--- src/rtl/spi_pkg.sv ---
// Shared register offsets, CTRL/STATUS bit positions and FSM encoding for the SPI master.
package spi_pkg;

    localparam logic [1:0] REG_CTRL   = 2'd0;
    localparam logic [1:0] REG_STATUS = 2'd1;
    localparam logic [1:0] REG_TXDATA = 2'd2;
    localparam logic [1:0] REG_RXDATA = 2'd3;

    localparam int CTRL_EN_BIT  = 0;
    localparam int CTRL_DIV_LSB = 1;
    localparam int CTRL_CS_BIT  = 8;
    localparam int CTRL_LB_BIT  = 9;

    localparam int STAT_BUSY_BIT = 0;
    localparam int STAT_RXV_BIT  = 1;

    localparam int CLK_DIV_MIN = 2;

    typedef enum logic {
        ST_IDLE  = 1'b0,
        ST_SHIFT = 1'b1
    } spi_state_e;

endpackage

--- src/rtl/spi_shift_engine.sv ---
// Mode-0, MSB-first single-byte shifter: SCK divider, MOSI shift-out and MISO sample-in.
// state    | meaning
// ST_IDLE  | SCK low, waiting for start
// ST_SHIFT | byte in flight, SCK toggles every clk_div cycles
module spi_shift_engine #(
    parameter int CLK_DIV_W = 7
) (
    input  logic                 clk,
    input  logic                 rst_n,
    input  logic                 start,
    input  logic                 abort,
    input  logic [7:0]           tx_byte,
    input  logic [CLK_DIV_W-1:0] clk_div,
    input  logic                 miso,
    output logic                 busy,
    output logic                 done,
    output logic [7:0]           rx_byte,
    output logic                 sck,
    output logic                 mosi
);
    import spi_pkg::*;

    spi_state_e           state_q, state_d;
    logic [CLK_DIV_W-1:0] div_cnt_q, div_cnt_d;
    logic                 sck_q, sck_d;
    logic [7:0]           tx_sh_q, tx_sh_d;
    logic [7:0]           rx_sh_q, rx_sh_d;
    logic [2:0]           bit_cnt_q, bit_cnt_d;

    always_ff @(posedge clk or negedge rst_n) begin
        if (!rst_n) begin
            state_q   <= ST_IDLE;
            div_cnt_q <= '0;
            sck_q     <= 1'b0;
            tx_sh_q   <= '0;
            rx_sh_q   <= '0;
            bit_cnt_q <= '0;
        end else begin
            state_q   <= state_d;
            div_cnt_q <= div_cnt_d;
            sck_q     <= sck_d;
            tx_sh_q   <= tx_sh_d;
            rx_sh_q   <= rx_sh_d;
            bit_cnt_q <= bit_cnt_d;
        end
    end

    always_comb begin
        state_d   = state_q;
        div_cnt_d = div_cnt_q;
        sck_d     = sck_q;
        tx_sh_d   = tx_sh_q;
        rx_sh_d   = rx_sh_q;
        bit_cnt_d = bit_cnt_q;
        done      = 1'b0;
        case (state_q)
            ST_IDLE: begin
                if (start && !abort) begin
                    state_d   = ST_SHIFT;
                    tx_sh_d   = tx_byte;
                    div_cnt_d = clk_div - 1'b1;
                    sck_d     = 1'b0;
                    bit_cnt_d = '0;
                end
            end
            ST_SHIFT: begin
                if (abort) begin
                    state_d = ST_IDLE;
                    sck_d   = 1'b0;
                end else if (div_cnt_q == '0) begin
                    div_cnt_d = clk_div - 1'b1;
                    sck_d     = ~sck_q;
                    if (!sck_q) begin
                        rx_sh_d = {rx_sh_q[6:0], miso};
                    end else begin
                        // falling edge: advance MOSI; the 8th one ends the byte
                        tx_sh_d   = {tx_sh_q[6:0], 1'b0};
                        bit_cnt_d = bit_cnt_q + 3'd1;
                        if (bit_cnt_q == 3'd7) begin
                            state_d = ST_IDLE;
                            done    = 1'b1;
                        end
                    end
                end else begin
                    div_cnt_d = div_cnt_q - 1'b1;
                end
            end
            default: state_d = ST_IDLE;
        endcase
    end

    assign busy    = (state_q == ST_SHIFT);
    assign mosi    = busy & tx_sh_q[7];
    assign sck     = sck_q;
    assign rx_byte = rx_sh_q;

endmodule

--- src/rtl/spi_master_ctrl.sv ---
// Register-mapped single-byte SPI master (mode 0): reg file, clk_div clamp and chip-select logic.
// Optional macro SPI_LOOPBACK_EN adds CTRL bit9 to feed MOSI back into the receiver.
module spi_master_ctrl #(
    parameter int CLK_DIV_W   = 7,
    parameter int CLK_DIV_MIN = spi_pkg::CLK_DIV_MIN
) (
    input  logic        clk,
    input  logic        rst_n,
    input  logic        req_valid,
    input  logic        req_write,
    input  logic [31:0] req_addr,
    input  logic [31:0] req_wdata,
    input  logic [3:0]  req_wstrb,
    output logic [31:0] rdata,
    output logic        spi_cs_n,
    output logic        spi_sck,
    output logic        spi_mosi,
    input  logic        spi_miso
);
    import spi_pkg::*;

    logic                 en_q, en_d;
    logic [CLK_DIV_W-1:0] div_q, div_d;
    logic                 cs_q, cs_d;
    logic                 rx_valid_q, rx_valid_d;
    logic [7:0]           rxdata_q, rxdata_d;
    logic                 lb_q;

    logic [1:0] addr;
    logic       wr_en, ctrl_wr, tx_wr, rx_rd;
    logic       start, abort, busy, done, miso_sel;
    logic [7:0] rx_byte;
    logic       unused_bits;

    assign addr    = req_addr[3:2];
    assign wr_en   = req_valid & req_write & req_wstrb[0];
    assign ctrl_wr = wr_en && (addr == REG_CTRL);
    assign tx_wr   = wr_en && (addr == REG_TXDATA);
    assign rx_rd   = req_valid && !req_write && (addr == REG_RXDATA);
    assign start   = tx_wr && en_q && !busy;
    // abort on the same edge that clears spi_en so SCK drops with the write
    assign abort   = !en_d;

`ifdef SPI_LOOPBACK_EN
    logic lb_d;
    always_comb begin
        lb_d = lb_q;
        if (ctrl_wr && req_wstrb[1]) lb_d = req_wdata[CTRL_LB_BIT];
    end
    always_ff @(posedge clk or negedge rst_n) begin
        if (!rst_n) lb_q <= 1'b0;
        else        lb_q <= lb_d;
    end
    assign miso_sel    = lb_q ? spi_mosi : spi_miso;
    assign unused_bits = ^{req_addr[31:4], req_addr[1:0], req_wdata[31:10], req_wstrb[3:2]};
`else
    assign lb_q        = 1'b0;
    assign miso_sel    = spi_miso;
    assign unused_bits = ^{req_addr[31:4], req_addr[1:0], req_wdata[31:9], req_wstrb[3:2], lb_q};
`endif

    always_comb begin
        en_d       = en_q;
        div_d      = div_q;
        cs_d       = cs_q;
        rx_valid_d = rx_valid_q;
        rxdata_d   = rxdata_q;
        if (ctrl_wr) begin
            en_d  = req_wdata[CTRL_EN_BIT];
            div_d = req_wdata[CTRL_DIV_LSB +: CLK_DIV_W];
            if (en_d && (div_d == '0)) div_d = CLK_DIV_W'(CLK_DIV_MIN);
            if (req_wstrb[1]) cs_d = req_wdata[CTRL_CS_BIT];
        end
        // completion outranks a same-cycle RXDATA read
        if (done) begin
            rx_valid_d = 1'b1;
            rxdata_d   = rx_byte;
        end else if (start || rx_rd) begin
            rx_valid_d = 1'b0;
        end
    end

    always_ff @(posedge clk or negedge rst_n) begin
        if (!rst_n) begin
            en_q       <= 1'b0;
            div_q      <= '0;
            cs_q       <= 1'b0;
            rx_valid_q <= 1'b0;
            rxdata_q   <= '0;
        end else begin
            en_q       <= en_d;
            div_q      <= div_d;
            cs_q       <= cs_d;
            rx_valid_q <= rx_valid_d;
            rxdata_q   <= rxdata_d;
        end
    end

    always_comb begin
        rdata = '0;
        if (req_valid && !req_write) begin
            case (addr)
                REG_CTRL: begin
                    rdata[CTRL_EN_BIT]                  = en_q;
                    rdata[CTRL_DIV_LSB +: CLK_DIV_W]    = div_q;
                    rdata[CTRL_CS_BIT]                  = cs_q;
                    rdata[CTRL_LB_BIT]                  = lb_q;
                end
                REG_STATUS: begin
                    rdata[STAT_BUSY_BIT] = busy;
                    rdata[STAT_RXV_BIT]  = rx_valid_q;
                end
                REG_RXDATA: rdata[7:0] = rxdata_q;
                default:    rdata = '0;
            endcase
        end
    end

    assign spi_cs_n = ~(en_q & cs_q);

    spi_shift_engine #(.CLK_DIV_W(CLK_DIV_W)) u_engine (
        .clk     (clk),
        .rst_n   (rst_n),
        .start   (start),
        .abort   (abort),
        .tx_byte (req_wdata[7:0]),
        .clk_div (div_q),
        .miso    (miso_sel),
        .busy    (busy),
        .done    (done),
        .rx_byte (rx_byte),
        .sck     (spi_sck),
        .mosi    (spi_mosi)
    );

endmodule

--- config.mk ---
export PLATFORM = sky130hd
export DESIGN_NAME = spi_master_ctrl
export DESIGN_NICKNAME = d
export VERILOG_FILES = /design/src/rtl/spi_pkg.sv /design/src/rtl/spi_shift_engine.sv /design/src/rtl/spi_master_ctrl.sv
export SDC_FILE = /design/constraint.sdc
export NUM_CORES = 1
export LEC_CHECK = 0
export CAP_MARGIN = 10
export CORE_MARGIN = 5
export CORE_UTILIZATION = 30
export CTS_CLUSTER_SIZE = 25
export DETAILED_ROUTE_END_ITERATION = 8
export PLACE_DENSITY = 0.58
export SETUP_SLACK_MARGIN = 0.05
export SLEW_MARGIN = 20
export SYNTH_ARGS = -nofsm -noshare
export SYNTH_HDL_FRONTEND = slang
export SYNTH_SLANG_ARGS = --single-unit
export TNS_END_PERCENT = 50
--- constraint.sdc ---
create_clock -name clk -period 4.1 [get_ports clk]
set_input_delay 0.82 -clock clk [delete_from_list [all_inputs] [get_ports clk]]
set_output_delay 0.82 -clock clk [all_outputs]
set_load 0.02 [all_outputs]
# ---- Word-level counts from Yosys, hierarchy flattened
# Index checks and enable logic that the tools add are counted.
# W data, S select, Z words.
dict set report word_totals {
  in_bits 73
  ff_bits 46
}
dict set report op_classes {
  bitwise 7
  muxes 37
  eq_ne 9
  n_reduce_logical 20
  addsub 3
}
# op n
set ops {}
lappend ops {{$mux W8} 4}
lappend ops {{$mux W7} 4}
lappend ops {{$mux W1} 17}
lappend ops {{$pmux W8 S2} 1}
lappend ops {{$logic_not A7 Y1} 2}
lappend ops {{$pmux W7 S2} 1}
lappend ops {{$sub A7 B1 Y7 const B} 2}
lappend ops {{$mux W3} 4}
lappend ops {{$pmux W6 S2} 1}
lappend ops {{$mux W9} 1}
lappend ops {{$logic_and A1 B1 Y1} 8}
lappend ops {{$reduce_and A4 Y1} 2}
lappend ops {{$ne A2 B2 Y1 const B} 3}
lappend ops {{$pmux W2 S3} 1}
lappend ops {{$pmux W3 S2} 1}
lappend ops {{$reduce_and A2 Y1} 3}
lappend ops {{$and A1 B1 Y1} 4}
lappend ops {{$eq A2 B2 Y1 const B} 2}
lappend ops {{$pmux W1 S2} 2}
lappend ops {{$add A3 B1 Y3 const B} 1}
lappend ops {{$eq A3 B3 Y1 const B} 1}
lappend ops {{$ne A3 B3 Y1 const B} 1}
lappend ops {{$not A1 Y1} 3}
lappend ops {{$eq A2 B1 Y1 const B} 1}
lappend ops {{other kinds (5)} 6}

# ---- Longest topological paths before layout
# Gate-level depths: netlist of the first run.
dict set report logic_depth {
  word_depth 8
  ltp_mapped 8
  mapped_depth_nobuf 7
}

# ---- By module
# Synthesis of the first run repeated with hierarchy kept, for this count alone.
dict set report unflattened {
  cells_unflattened 259
  hier_area_um2 2726.4
}
# module area_per_inst_um2 n_inst cells_per_inst seq_area_each_um2
set modules_own_cells {}
lappend modules_own_cells {spi_shift_engine 1605.3 1 155 700.7}
lappend modules_own_cells {spi_master_ctrl 1121.1 1 104 450.4}

# ---- Worst setup path after synthesis of the first run
# No wires, ideal clock.
dict set report synth_timing {
  kind {in2out}
  startpoint {input port req_addr[2]}
  endpoint {output port rdata[1]}
  cell_stages 5
  t_arrival_ns 1.926
  required_ns 3.280
  path_slack_ns 1.354
  path_buffers 1
  cell_sequence {inv_1 > ha_1 > clkbuf_1 > a222oi_1 > nor3_1}
}
dict set report synth_via {
  elab_chain_cells 3
}
# item line
set synth_lines {}
lappend synth_lines {{from (decl)} spi_master_ctrl.sv:11} ;# input logic [31:0] req_addr,
lappend synth_lines {{$eq A2 B2 Y1, or another cell as far along} spi_master_ctrl.sv:102} ;# case (addr)
lappend synth_lines {{$pmux W2 S3 (*)} spi_master_ctrl.sv:102}
lappend synth_lines {{$mux W9 (*)} spi_master_ctrl.sv:101} ;# if (req_valid && !req_write) begin
lappend synth_lines {{to (decl)} spi_master_ctrl.sv:14} ;# output logic [31:0] rdata,
# Mark *: on every way between the ends. The rest lies on a longest branch, timed or not.

# ---- Final worst setup path of the first run
dict set report layout_timing {
  startpoint {input port req_addr[3]}
  endpoint {output port rdata[1]}
}
# Same word-level chain as after synthesis.

==> results of run 1 <==
[registers in the layout (all words and copies together), names as in the netlist]
name,count
rxdata_q,8
u_engine.rx_byte,8
u_engine.tx_sh_q,8
div_q,7
u_engine.div_cnt_q,7
u_engine.bit_cnt_q,3
cs_q,1
en_q,1
rx_valid_q,1
u_engine.busy,1
u_engine.sck,1
[layer usage]
metal,vias up,track usage [%],routed length (µm)
li1,929,-,-
met1,954,13.9,2620
met2,50,18.0,2730
met3,6,2.47,345
met4,0,3.01,69
met5,-,0,0
[synthesized netlist by cell type, types with 2 or more instances]
library cell	number	area [µm²]
dfrtp_1	46	1150
mux2_2	41	462
buf_4	24	180
nand2_1	12	45.0
nor2_1	11	41.3
ha_1	10	125
inv_1	10	37.5
o21ai_0	10	50.1
a22oi_1	6	45.0
a21oi_1	5	25.0
nand4_1	5	31.3
nor2b_1	5	31.3
and3_1	4	25.0
mux2i_1	4	40.0
nor3_1	4	20.0
or3_1	4	25.0
a211oi_1	3	22.5
a2bb2oi_1	3	26.3
buf_2	3	15.0
clkbuf_1	3	11.3
nand3_1	3	15.0
a222oi_1	2	20.0
a311oi_1	2	17.5
and2_1	2	12.5
nand2b_1	2	12.5
nor4_1	2	12.5
o31ai_1	2	15.0
xor2_1	2	17.5
[report_power, final]
| group | internal [W] | leakage [nW] | switching [W] | total [W] |
|---|---|---|---|---|
| registers | 0.000512 | 0.606 | 0.0000813 | 0.000594 |
| logic | 0.000151 | 0.743 | 0.000173 | 0.000323 |
| clock network | 0.000136 | 0.0482 | 0.000150 | 0.000286 |
[per-stage QoR]
stage	total power, W	hold WS (ns)
CTS	0.00122	0.512
finish	0.00120	0.507
detailed placement	0.000926	0.492
global route	0.00128	0.536
global placement	0.000917	0.484
floorplan	0.000826	0.473
[final cells by class]
type / instances / share of cell area (%)
Clock buffer: 7 / 2.76
Clock inverter: 1 / 0.160
Inverter: 10 / 1.20
Multi-Input combinational cell: 185 / 44.6
Sequential cell: 46 / 36.8
Tap cell: 108 / 4.32
Timing Repair Buffer: 33 / 10.2
[path summary, 6_finish.rpt]
kind	start	end	slack, ns	depth (start not counted)
worst max-delay path	req_addr[3]	rdata[1]	0.40	6
worst min register to register	u_engine.tx_sh_q[2]	u_engine.tx_sh_q[2]	0.51	1
min in group clk	u_engine.tx_sh_q[2]	u_engine.tx_sh_q[2]	0.51	1
worst max register to register	u_engine.div_cnt_q[0]	rxdata_q[6]	1.90	6
max in group asynchronous	rst_n	u_engine.tx_sh_q[2]	3.17	1
worst min-delay path	rst_n	cs_q	0.51	1
[cell families (layout without fill, tap and decap cells)]
kind of cell | count (synthesis) | count (layout) | synth area share [%]
flip-flops | 46 | 46 | 42.5
AO/OA/AOI/OAI | 42 | 42 | 11.0
adder cells (fa/ha/maj) | 10 | 10 | 4.62
multiplexers | 45 | 45 | 18.5
AND/OR/NAND/NOR | 62 | 62 | 13.2
other | 1 | 23 | 0.138
buffers and inverters | 41 | 51 | 9.14
XOR/XNOR | 3 | 3 | 0.970
==> metrics.cfg, run 1 <==
[finish]
nets=364
utilization_pct=35.7
fillers=910
stdcell_count=390
area_growth_pct=15.4
drive_gt1_share_pct=20.9
ff_latch_area_um2=1150
multi_input_area_um2=1390
final_area_um2=3130
mostFrequentLayoutCells=dfrtp_1 (46), mux2_2 (41), clkdlybuf4s50_1 (28)
layout_commonest_cell=dfrtp_1
diodes=0

[cts]
post_cts_buffers=0
path_clk_slew_ns=0.09
clockBufferDepth=2
cts-root-buf=clkbuf_8
htree_levels=2
postCtsResizedCells=0
cts_tree=yes
numClockSinks=46
worstSkewPairLatency_ns=0.30
numCtsBuffers=5
cts_hold_buffers=0

[floorplan]
io_pins=108
die_w_um=105
dieArea_um2=11000
die_y_um=105
core_um2=8760
initial_utilization_pct=30.9
rows=34

[placed_design]
port_buffers=29
gp_congestion=0.778
dpl-instance-area_um2=3030
numPlacedInstances=382
pre_cts_slack_ns=0.432
dpl.hpwl_um=4320

[drt]
vias_per_cell=4.97
firstDrtPassIters=4
vias=1939
first_iter_violations=60
post-route-drc-count=0
drt-total-wl_um=5770
final_antenna_net_count=0
wl_per_cell_um=14.8

[sta]
hold_viol_final=0
fin_tns_setup_ns=0
setup_viol=0
rsz0062_at_grt=no
final.setup.worst_slack_ns=0.403
tightest_slew_ns=0.697
period_minus_slack_ns=3.70
slew_headroom_pct=53.3
post-route-period-util_pct=90.2
fin_skew_ns=0.00951
fmax_mhz=271
slew_violations=0

[pwr]
power_density_nw_per_um2=385
p_leak_nw=1.40
peakVddDrop_mv=0.117

[synthesis]
ys_warn_count=0
ys.flop_type=dfrtp_1
synthCells=250
syn_area_um2=2710
ys_ff_latch=46
synth_edf_count=0
synthArstFlopShare_pct=100
synth_area_per_cell_um2=10.8
seq_area_frac_synth_pct=42.5
ys_types=48

[worst_setup_path]
cpMostUsedCell=clkdlybuf4s50_1
cp.arrival_ns=2.88
worstPathRequired_ns=3.28
cp-end-kind=primary output
path_cells=clkdlybuf4s50_1 > inv_1 > ha_1 > a222oi_1 > nor3_1 > clkdlybuf4s50_1
worst_setup_path_start_kind=primary input
cpMaxStageDelayCell=clkdlybuf4s50_1
critical_path_buf_inv_count=3
crit_path_max_fanout=11
cp_top_family=buffers and inverters
max_stage_delay_ns=0.55
worstSetupPathType=in -> out

[global_route]
grt_use_total_pct=10.8
grt_pass1_vias=1958
grt_overflow=0
grt_max_degree=47
grt_pass1_wl_um=9750
antenna_found_initial=0

[min_path]
hold_path.class=in -> async

[flow_run]
cap_violations=0

[status]
status=complete, no violations

Power figures use the tool's default switching activity.
==> run 2, diff against run 1 <==
CORE_MARGIN = 8   (was 5)
==> metrics.cfg, run 2 (same netlist as run 1, synthesis figures left out) <==
[sta]
fin_tns_setup_ns=0  ; unchanged
slew_violations=0  ; unchanged
hold_viol_final=0  ; unchanged
fmax_mhz=273  ; was 271 MHz
period_minus_slack_ns=3.67  ; was 3.70 ns
post-route-period-util_pct=89.4  ; was 90.2%
fin_skew_ns=0.00782  ; was 0.00951 ns
setup_viol=0  ; unchanged
final.setup.worst_slack_ns=0.434  ; was 0.403 ns
slew_headroom_pct=49.7  ; was 53.3%
tightest_slew_ns=0.751  ; was 0.697 ns
rsz0062_at_grt=no  ; unchanged

[worst_setup_path]
max_stage_delay_ns=0.55  ; about the same
worstSetupPathType=in -> out  ; unchanged
cpMaxStageDelayCell=clkdlybuf4s50_1  ; unchanged
cp_top_family=buffers and inverters  ; unchanged
worst-path-stages=6  ; unchanged
worstPathRequired_ns=3.28  ; about the same
critical_path_buf_inv_count=3  ; unchanged
cp.arrival_ns=2.85  ; was 2.88 ns
cpMostUsedCell=clkdlybuf4s50_1  ; unchanged
worst_setup_path_start_kind=primary input  ; unchanged
reg2reg_depth=6  ; unchanged
cp-end-kind=primary output  ; unchanged
crit_path_max_fanout=11  ; unchanged
path_cells=clkdlybuf4s50_1 > inv_1 > ha_1 > a222oi_1 > nor3_1 > clkdlybuf4s50_1  ; unchanged

[pwr]
power_density_nw_per_um2=419  ; was 385 nW/µm²
peakVddDrop_mv=0.168  ; was 0.117 mV
p_leak_nw=1.42  ; was 1.40 nW
total_power_w=0.00133  ; was 0.00120 W

[floorplan]
io_pins=108  ; unchanged
die_w_um=111  ; was 105 µm
rows=34  ; unchanged
core_um2=8760  ; unchanged
initial_utilization_pct=30.9  ; unchanged
die_y_um=111  ; was 105 µm
dieArea_um2=12300  ; was 11000 µm²

[global_route]
grt_max_degree=47  ; unchanged
grt_pass1_vias=1986  ; was 1958
grt_pass1_wl_um=10200  ; was 9750 µm
grt_overflow=0  ; unchanged
grt_use_total_pct=9.81  ; was 10.8%
antenna_found_initial=0  ; unchanged

[cts]
htree_levels=2  ; unchanged
cts_hold_buffers=0  ; unchanged
numClockSinks=46  ; unchanged
numCtsBuffers=5  ; unchanged
cts-root-buf=clkbuf_8  ; unchanged
post_cts_buffers=0  ; unchanged
cts_tree=yes  ; unchanged
path_clk_slew_ns=0.08  ; was 0.09 ns
postCtsResizedCells=0  ; unchanged
clockBufferDepth=2  ; unchanged
worstSkewPairLatency_ns=0.29  ; was 0.30 ns

[finish]
fillers=894  ; was 910
area_growth_pct=17.3  ; was 15.4%
nets=364  ; unchanged
layout_commonest_cell=dfrtp_1  ; unchanged
mostFrequentLayoutCells=dfrtp_1 (46), mux2_2 (41), clkdlybuf4s50_1 (28)  ; unchanged
diodes=0  ; unchanged
drive_gt1_share_pct=21.3  ; was 20.9%

[drt]
vias=1941  ; was 1939
vias_per_cell=4.98  ; was 4.97
post-route-drc-count=0  ; unchanged
first_iter_violations=97  ; was 60
wl_per_cell_um=15.1  ; was 14.8 µm
firstDrtPassIters=5  ; was 4
drt-total-wl_um=5890  ; was 5770 µm
final_antenna_net_count=0  ; unchanged

[flow_run]
cap_violations=0  ; unchanged

[placed_design]
dpl.hpwl_um=4370  ; was 4320 µm
port_buffers=29  ; unchanged
pre_cts_slack_ns=0.405  ; was 0.432 ns
gp_congestion=0.789  ; was 0.778

[min_path]
hold_path.class=reg -> reg  ; was in -> async
hold_depth=1

[status]
status=complete, no violations  ; unchanged

## run 2: changes by cell type in the layout (fill, tap and decap cells not counted), sizes merged
cell / delta
clkbuf: -1
clkinv: -1
bufinv: +2
## run 2: power breakdown
part           internal [W]  switching [W]
sequential         0.000512      0.0000786
combinational      0.000151       0.000174
clock              0.000260       0.000157
total              0.000923       0.000410
## run 2: metal layers
layer / routed length [µm] / track usage, %
met5: 0 / 0
met4: 29 / 2.13
met3: 329 / 3.14
met2: 2790 / 15.7
met1: 2740 / 12.6
## run 2: per-stage QoR
| step | std cells | area [µm²] | hold slack [ns] | util [%] |
|---|---|---|---|---|
| detailed placement | 382 | 3030 | 0.489 | 34.6 |
| global placement | 382 | 3030 | 0.484 | 34.6 |
| finish | 390 | 3180 | 0.504 | 36.3 |
| CTS | 390 | 3180 | 0.509 | 36.2 |
| global route | 390 | 3180 | 0.525 | 36.3 |
| floorplan | 272 | 2790 | 0.473 | - |
## run 2: cell type report
class	instances	area (µm²)	share of cell area, %
clock buffers	6	82.6	2.60
repair buffers	33	318	10.0
flip-flops and latches	46	1150	36.2
clock inverters	2	60.1	1.89
inverters	10	37.5	1.18
well taps	108	135	4.25
multi-input cells	185	1390	43.9
## run 2: final timing paths
check | startpoint | endpoint | slack (ns)
setup / recovery | req_addr[2] | rdata[1] | 0.43
hold / removal | u_engine.tx_sh_q[7] | u_engine.tx_sh_q[7] | 0.50
setup reg to reg | u_engine.div_cnt_q[0] | u_engine.rx_byte[0] | 1.88
hold reg to reg | u_engine.tx_sh_q[7] | u_engine.tx_sh_q[7] | 0.50
max in group asynchronous | rst_n | u_engine.tx_sh_q[7] | 3.17
min in group asynchronous | rst_n | cs_q | 0.51
